===== src/rtl/spi_slave_rx.sv =====
`timescale 1ns / 1ps
// -----------------------------------------------------------------------------
// spi_slave_rx
//
// SPI slave receiver with response path. The master keeps SCLK high when idle,
// launches data while SCLK is high and samples on the SCLK falling edge. The
// slave does the same: it samples SDI on synchronized SCLK falls and advances
// SDO on synchronized SCLK rises. A frame is exactly DATA_WIDTH bits, framed by
// nCS low. A frame that is too short or too long is reported and then dropped.
//
// Parameters
//   DATA_WIDTH   frame length in bits (>= 2)
//   SYNC_STAGES  synchronizer depth on SCLK, SDI and nCS (>= 1)
//
// Ports
//   Clk         system clock, rising edge
//   reset_n     asynchronous active-low reset
//   SCLK        serial clock from master, idle high
//   SDI         serial data from master, MSB first
//   nCS         chip select, active low
//   TxData      response word, captured when the frame starts
//   SDO         serial response data, MSB first, 0 outside a frame
//   RxData      last good received word
//   RxValid     one-cycle pulse when RxData updates
//   FrameError  one-cycle pulse on a short or long frame
//   Busy        high while a frame is in progress
// -----------------------------------------------------------------------------
module spi_slave_rx #(
  parameter int unsigned DATA_WIDTH  = 16,
  parameter int unsigned SYNC_STAGES = 2
) (
  input  logic                  Clk,
  input  logic                  reset_n,
  input  logic                  SCLK,
  input  logic                  SDI,
  input  logic                  nCS,
  input  logic [DATA_WIDTH-1:0] TxData,
  output logic                  SDO,
  output logic [DATA_WIDTH-1:0] RxData,
  output logic                  RxValid,
  output logic                  FrameError,
  output logic                  Busy
);

  localparam int unsigned     CntW    = $clog2(DATA_WIDTH) + 1;
  localparam logic [CntW-1:0] LastBit = CntW'(DATA_WIDTH - 1);

  typedef enum logic [1:0] {
    StIdle,
    StReceive,
    StWaitCs
  } stateT;

  // ---------------------------------------------------------------------------
  // Input synchronizers. Bit 0 samples the pin, bit SYNC_STAGES-1 is the
  // synchronized value, and for SCLK/nCS bit SYNC_STAGES is the delayed copy
  // used for edge detection.
  // ---------------------------------------------------------------------------
  logic [SYNC_STAGES:0]   sclkPipe;
  logic [SYNC_STAGES:0]   csPipe;
  logic [SYNC_STAGES-1:0] sdiPipe;

  always_ff @(posedge Clk or negedge reset_n) begin
    if (!reset_n) begin
      sclkPipe <= '1;
      csPipe   <= '1;
      sdiPipe  <= '0;
    end else begin
      sclkPipe <= {sclkPipe[SYNC_STAGES-1:0], SCLK};
      csPipe   <= {csPipe[SYNC_STAGES-1:0], nCS};
      sdiPipe[0] <= SDI;
      for (int unsigned i = 1; i < SYNC_STAGES; i++) begin
        sdiPipe[i] <= sdiPipe[i-1];
      end
    end
  end

  logic sclkSync, sclkDly, csSync, csDly, sdiSync;
  logic sclkFall, sclkRise, csFall, csRise;

  assign sclkSync = sclkPipe[SYNC_STAGES-1];
  assign sclkDly  = sclkPipe[SYNC_STAGES];
  assign csSync   = csPipe[SYNC_STAGES-1];
  assign csDly    = csPipe[SYNC_STAGES];
  assign sdiSync  = sdiPipe[SYNC_STAGES-1];

  assign sclkFall = sclkDly & ~sclkSync;
  assign sclkRise = ~sclkDly & sclkSync;
  assign csFall   = csDly & ~csSync;
  assign csRise   = ~csDly & csSync;

  // ---------------------------------------------------------------------------
  // Frame-start arming. The nCS synchronizer resets to 1, so a chip select that
  // is already low when reset releases would otherwise look like a fresh
  // falling edge. Starts are only accepted once nCS has actually been seen high
  // at the pin after reset. csPrimed skips the first cycle, in which bit 0 of
  // the pipe still holds its reset value rather than a real pin sample.
  // ---------------------------------------------------------------------------
  logic csPrimed;
  logic csArmed;
  logic csStart;

  always_ff @(posedge Clk or negedge reset_n) begin
    if (!reset_n) begin
      csPrimed <= 1'b0;
      csArmed  <= 1'b0;
    end else begin
      csPrimed <= 1'b1;
      csArmed  <= csArmed | (csPrimed & csPipe[0]);
    end
  end

  assign csStart = csFall & csArmed;

  // ---------------------------------------------------------------------------
  // Frame state machine with registered outputs.
  // nCS edges are tested before SCLK edges, so a coincident SCLK edge is
  // dropped.
  // ---------------------------------------------------------------------------
  stateT                 state;
  logic [DATA_WIDTH-1:0] rxShift;
  logic [DATA_WIDTH-1:0] txShift;
  logic [CntW-1:0]       bitCount;
  logic                  overrun;

  always_ff @(posedge Clk or negedge reset_n) begin
    if (!reset_n) begin
      state      <= StIdle;
      rxShift    <= '0;
      txShift    <= '0;
      bitCount   <= '0;
      overrun    <= 1'b0;
      RxData     <= '0;
      RxValid    <= 1'b0;
      FrameError <= 1'b0;
      SDO        <= 1'b0;
    end else begin
      RxValid    <= 1'b0;
      FrameError <= 1'b0;

      unique case (state)
        StIdle: begin
          SDO <= 1'b0;
          if (csStart) begin
            state    <= StReceive;
            bitCount <= '0;
            overrun  <= 1'b0;
            txShift  <= TxData;
            // First response bit must be on the wire before the first SCLK fall.
            SDO      <= TxData[DATA_WIDTH-1];
          end
        end

        StReceive: begin
          if (csRise) begin
            // Chip select released before a full word arrived.
            FrameError <= 1'b1;
            SDO        <= 1'b0;
            state      <= StIdle;
          end else if (sclkFall) begin
            rxShift  <= {rxShift[DATA_WIDTH-2:0], sdiSync};
            bitCount <= bitCount + 1'b1;
            if (bitCount == LastBit) begin
              state <= StWaitCs;
              SDO   <= 1'b0;
            end
          end else if (sclkRise && (bitCount != '0)) begin
            // The MSB is presented at frame start, so only rises that follow
            // a sampled bit advance the response.
            txShift <= {txShift[DATA_WIDTH-2:0], 1'b0};
            SDO     <= txShift[DATA_WIDTH-2];
          end
        end

        StWaitCs: begin
          SDO <= 1'b0;
          if (csRise) begin
            if (overrun) begin
              FrameError <= 1'b1;
            end else begin
              RxData  <= rxShift;
              RxValid <= 1'b1;
            end
            state <= StIdle;
          end else if (sclkFall) begin
            // Extra clocks past a full word make the frame invalid.
            overrun <= 1'b1;
          end
        end

        default: begin
          state <= StIdle;
          SDO   <= 1'b0;
        end
      endcase
    end
  end

  assign Busy = (state != StIdle);

endmodule


===== config.mk =====
export PLATFORM = sky130hd
export DESIGN_NAME = spi_slave_rx
export DESIGN_NICKNAME = d
export VERILOG_FILES = /design/src/rtl/spi_slave_rx.sv
export SDC_FILE = /design/constraint.sdc
export NUM_CORES = 1
export LEC_CHECK = 0
export CAP_MARGIN = 20
export CORE_MARGIN = 2
export CORE_UTILIZATION = 40
export DETAILED_ROUTE_END_ITERATION = 10
export HOLD_SLACK_MARGIN = 0.1
export PLACE_DENSITY = 0.62
export SETUP_SLACK_MARGIN = 0.05
export SYNTH_ARGS = -nofsm -noshare
export SYNTH_HDL_FRONTEND = slang
export SYNTH_SLANG_ARGS = --single-unit

===== constraint.sdc =====
create_clock -name Clk -period 2.7 [get_ports Clk]
set_input_delay 0.54 -clock Clk [delete_from_list [all_inputs] [get_ports Clk]]
set_output_delay 0.54 -clock Clk [all_outputs]
set_load 0.02 [all_outputs]

==> flow_summary_export.csv <==
group,metric,value,unit
outcome,outcome,"finished, final reports clean",
critical_path,cpPeakStageDelay,0.56,ns
synthesis,yosysUniqueCellTypes,48,
global_route,antenna_found_initial,0,
critical_path,end_kind,"primary output",
cells_and_area,drive_gt1_share,32.6,%
clocking,htreeDepth,3,
synthesis,synth_area,3050,um^2
pwr,p_per_area,820,nW/um^2
flow_run,maxCapViolations,0,
pwr,p_leak,0.00168,uW
cells_and_area,nNetsFinal,295,
critical_path,path_class,"register to primary output",
global_route,grt_max_degree,43,
floorplanning,ios,41,
critical_path,crit_fanout,11,
critical_path,startpoint_type,"register",
clocking,hold_buffers,0,
cells_and_area,antenna_cells,0,
sta,finalSetupViolCount,0,
global_route,grt_pass1_vias,1979,
cells_and_area,finalInstanceArea,3720,um^2
critical_path,path_cells,"inv_1, ha_1, inv_1, clkdlybuf4s50_1",
drt,drt_wl_total,5.41,mm
sta,maxSlewViolCount,0,
sta,hold_viol,0,
floorplanning,die_w,91.3,um
global_route,grtUsageTotal,14.2,%
floorplanning,core-area,7330,um^2
drt,wl_per_cell,14.5,um
clocking,cts-root-buf,"clkbuf_8",
critical_path,crit_slowest_cell,"clkdlybuf4s50_1",
min_path,min_path_type,"input port to asynchronous set/reset pin",
synthesis,yosys_warnings,0,
clocking,clock_latency,0.33,ns
sta,fin_crit_sh,90.5,%
cells_and_area,fin_util,50.7,%
drt,via_count,1868,
floorplanning,die-area,8340,um^2
cells_and_area,final_cell_mix,"dfrtp_1, mux2_2, clkdlybuf4s50_1",
sta,fin_setup_tns,0,ns
drt,antenna_left,0,
synthesis,synth_edf_count,0,
sta,slew_headroom,58.3,%
global_route,overflow,0,
clocking,postCtsSetupBuffers,0,
critical_path,reg2reg_from,"state[0]",
sta,finClkSkew,0.00677,ns
cells_and_area,area_growth_syn_to_layout,21.9,%
sta,fmax,409,MHz
cells_and_area,final_common_cell,"dfrtp_1",
critical_path,cp_top_family,"buffers and inverters",
clocking,clock_sinks,68,
clocking,ctsResizeCount,0,
drt,avgViaCountPerCell,5.02,
drt,drt_iter0_markers,81,
placed_design,portBuffers,40,
synthesis,async_flop_share,100,%
synthesis,syn_inst,221,
critical_path,crit_buf_inv,3,
critical_path,worstPathRequired,2.16,ns
synthesis,ys_seq_area_share,56.1,%
clocking,path_clk_slew,0.07,ns
placed_design,dpl.hpwl,3.64,mm
placed_design,gp_congestion,0.854,
drt,dr.pass1.iters,4,
clocking,clk_path_buf_depth,2,
sta,rsz0062_at_grt,"false",
sta,fin_crit,2.44,ns
synthesis,synth_nets,248,
clocking,cts_tree,"built",
floorplanning,die_h,91.3,um
synthesis,syn_avg_cell_area,13.8,um^2
synthesis,synth_ff_type,"dfrtp_1",
critical_path,crit_top_cell,"inv_1",
pwr,irDropWorstVdd,344,uV
clocking,cts_buffers,9,
critical_path,cp-startpoint,"state[0]",
sta,worst_pin_slew,0.626,ns
placed_design,postPlaceCellArea,3550,um^2
floorplanning,initial_core_util,41.6,%
pwr,fin_total_pwr,3050,uW
drt,drc,0,
synthesis,yosys_register_bits,68,
global_route,grt_pass1_wl,9.32,mm
floorplanning,rows,31,
sta,holdWs,0.222,ns
critical_path,cp.arrival,1.90,ns
-- registers in the layout (all words and copies together) (netlist names) --
name and flops:
sclkPipe 3, overrun 1, txShift 15, RxData 16, csPrimed 1, csPipe 3, rxShift 16, FrameError 1
sdiPipe 2, RxValid 1, SDO 1, bitCount 5, csArmed 1, state 2
-- metal layers --
layer / GRT usage (%) / up-vias / wire (um) / part of all wire [%]
li1: - / 896 / - / -
met1: 19.5 / 926 / 2750 / 51
met2: 21.1 / 37 / 2390 / 44
met3: 2.57 / 9 / 183 / 3.4
met4: 7.95 / 0 / 87 / 1.6
met5: 0 / - / 0 / 0
-- path summary, 6_finish.rpt --
kind	to	cells past startpoint	slack [ns]
setup / recovery	Busy	4	0.26
hold / removal	RxData[2]	1	0.22
setup reg to reg	bitCount[4]	6	0.65
hold reg to reg	sclkPipe[1]	0	0.36
max in group asynchronous	sclkPipe[2]	2	1.78
min in group Clk	sclkPipe[1]	0	0.36
-- kinds of logic after synthesis --
family,Yosys count,share of synthesized area (%)
flops,68,56.1
mux,59,23.0
simple gates,38,7.67
compound gates,32,7.59
buf+inv,17,3.08
fa+ha+maj,6,2.46
other cells,1,0.123
-- cell type report --
type                    count  area (um^2)
clock buffers              12          135
clock inverters             4         26.3
fillers                   636         3610
inverters                   8         30.0
multi-input cells         136         1250
flip-flops and latches     68         1710
well taps                  99          124
repair buffers             45          445
-- where the power goes --
group	internal (uW)	switching [uW]	total [uW]
sequential	1220	116	1330
clock	333	364	697
combinational	549	467	1020
-- cells in the mapped netlist (all sizes together), types with 2 or more instances --
cell type / count / area share, %
nand2: 11 / 1.4
o21ai: 6 / 0.98
nor2: 3 / 0.37
a31oi: 3 / 0.62
and3b: 2 / 0.57
inv: 8 / 0.98
nor3b: 3 / 1.1
mux2: 59 / 23
nand2b: 2 / 0.41
nor2b: 3 / 0.62
buf: 7 / 1.8
a21oi: 3 / 0.49
o221ai: 2 / 0.57
o31ai: 2 / 0.49
ha: 6 / 2.5
or4: 2 / 0.49
a21boi: 3 / 0.74
nand3: 4 / 0.66
dfrtp: 62 / 51
clkbuf: 2 / 0.25
o211ai: 3 / 0.90
a22o: 2 / 0.62
dfstp: 6 / 5.2
-- through the flow --
step	setup WS, ns	cells
3_3_place_gp	0.674	356
3_5_place_dp	0.617	356
5_1_grt	0.149	372
4_1_cts	0.245	372
2_1_floorplan	0.852	221
6_report	0.256	372
(Power assumes the default switching activity.)
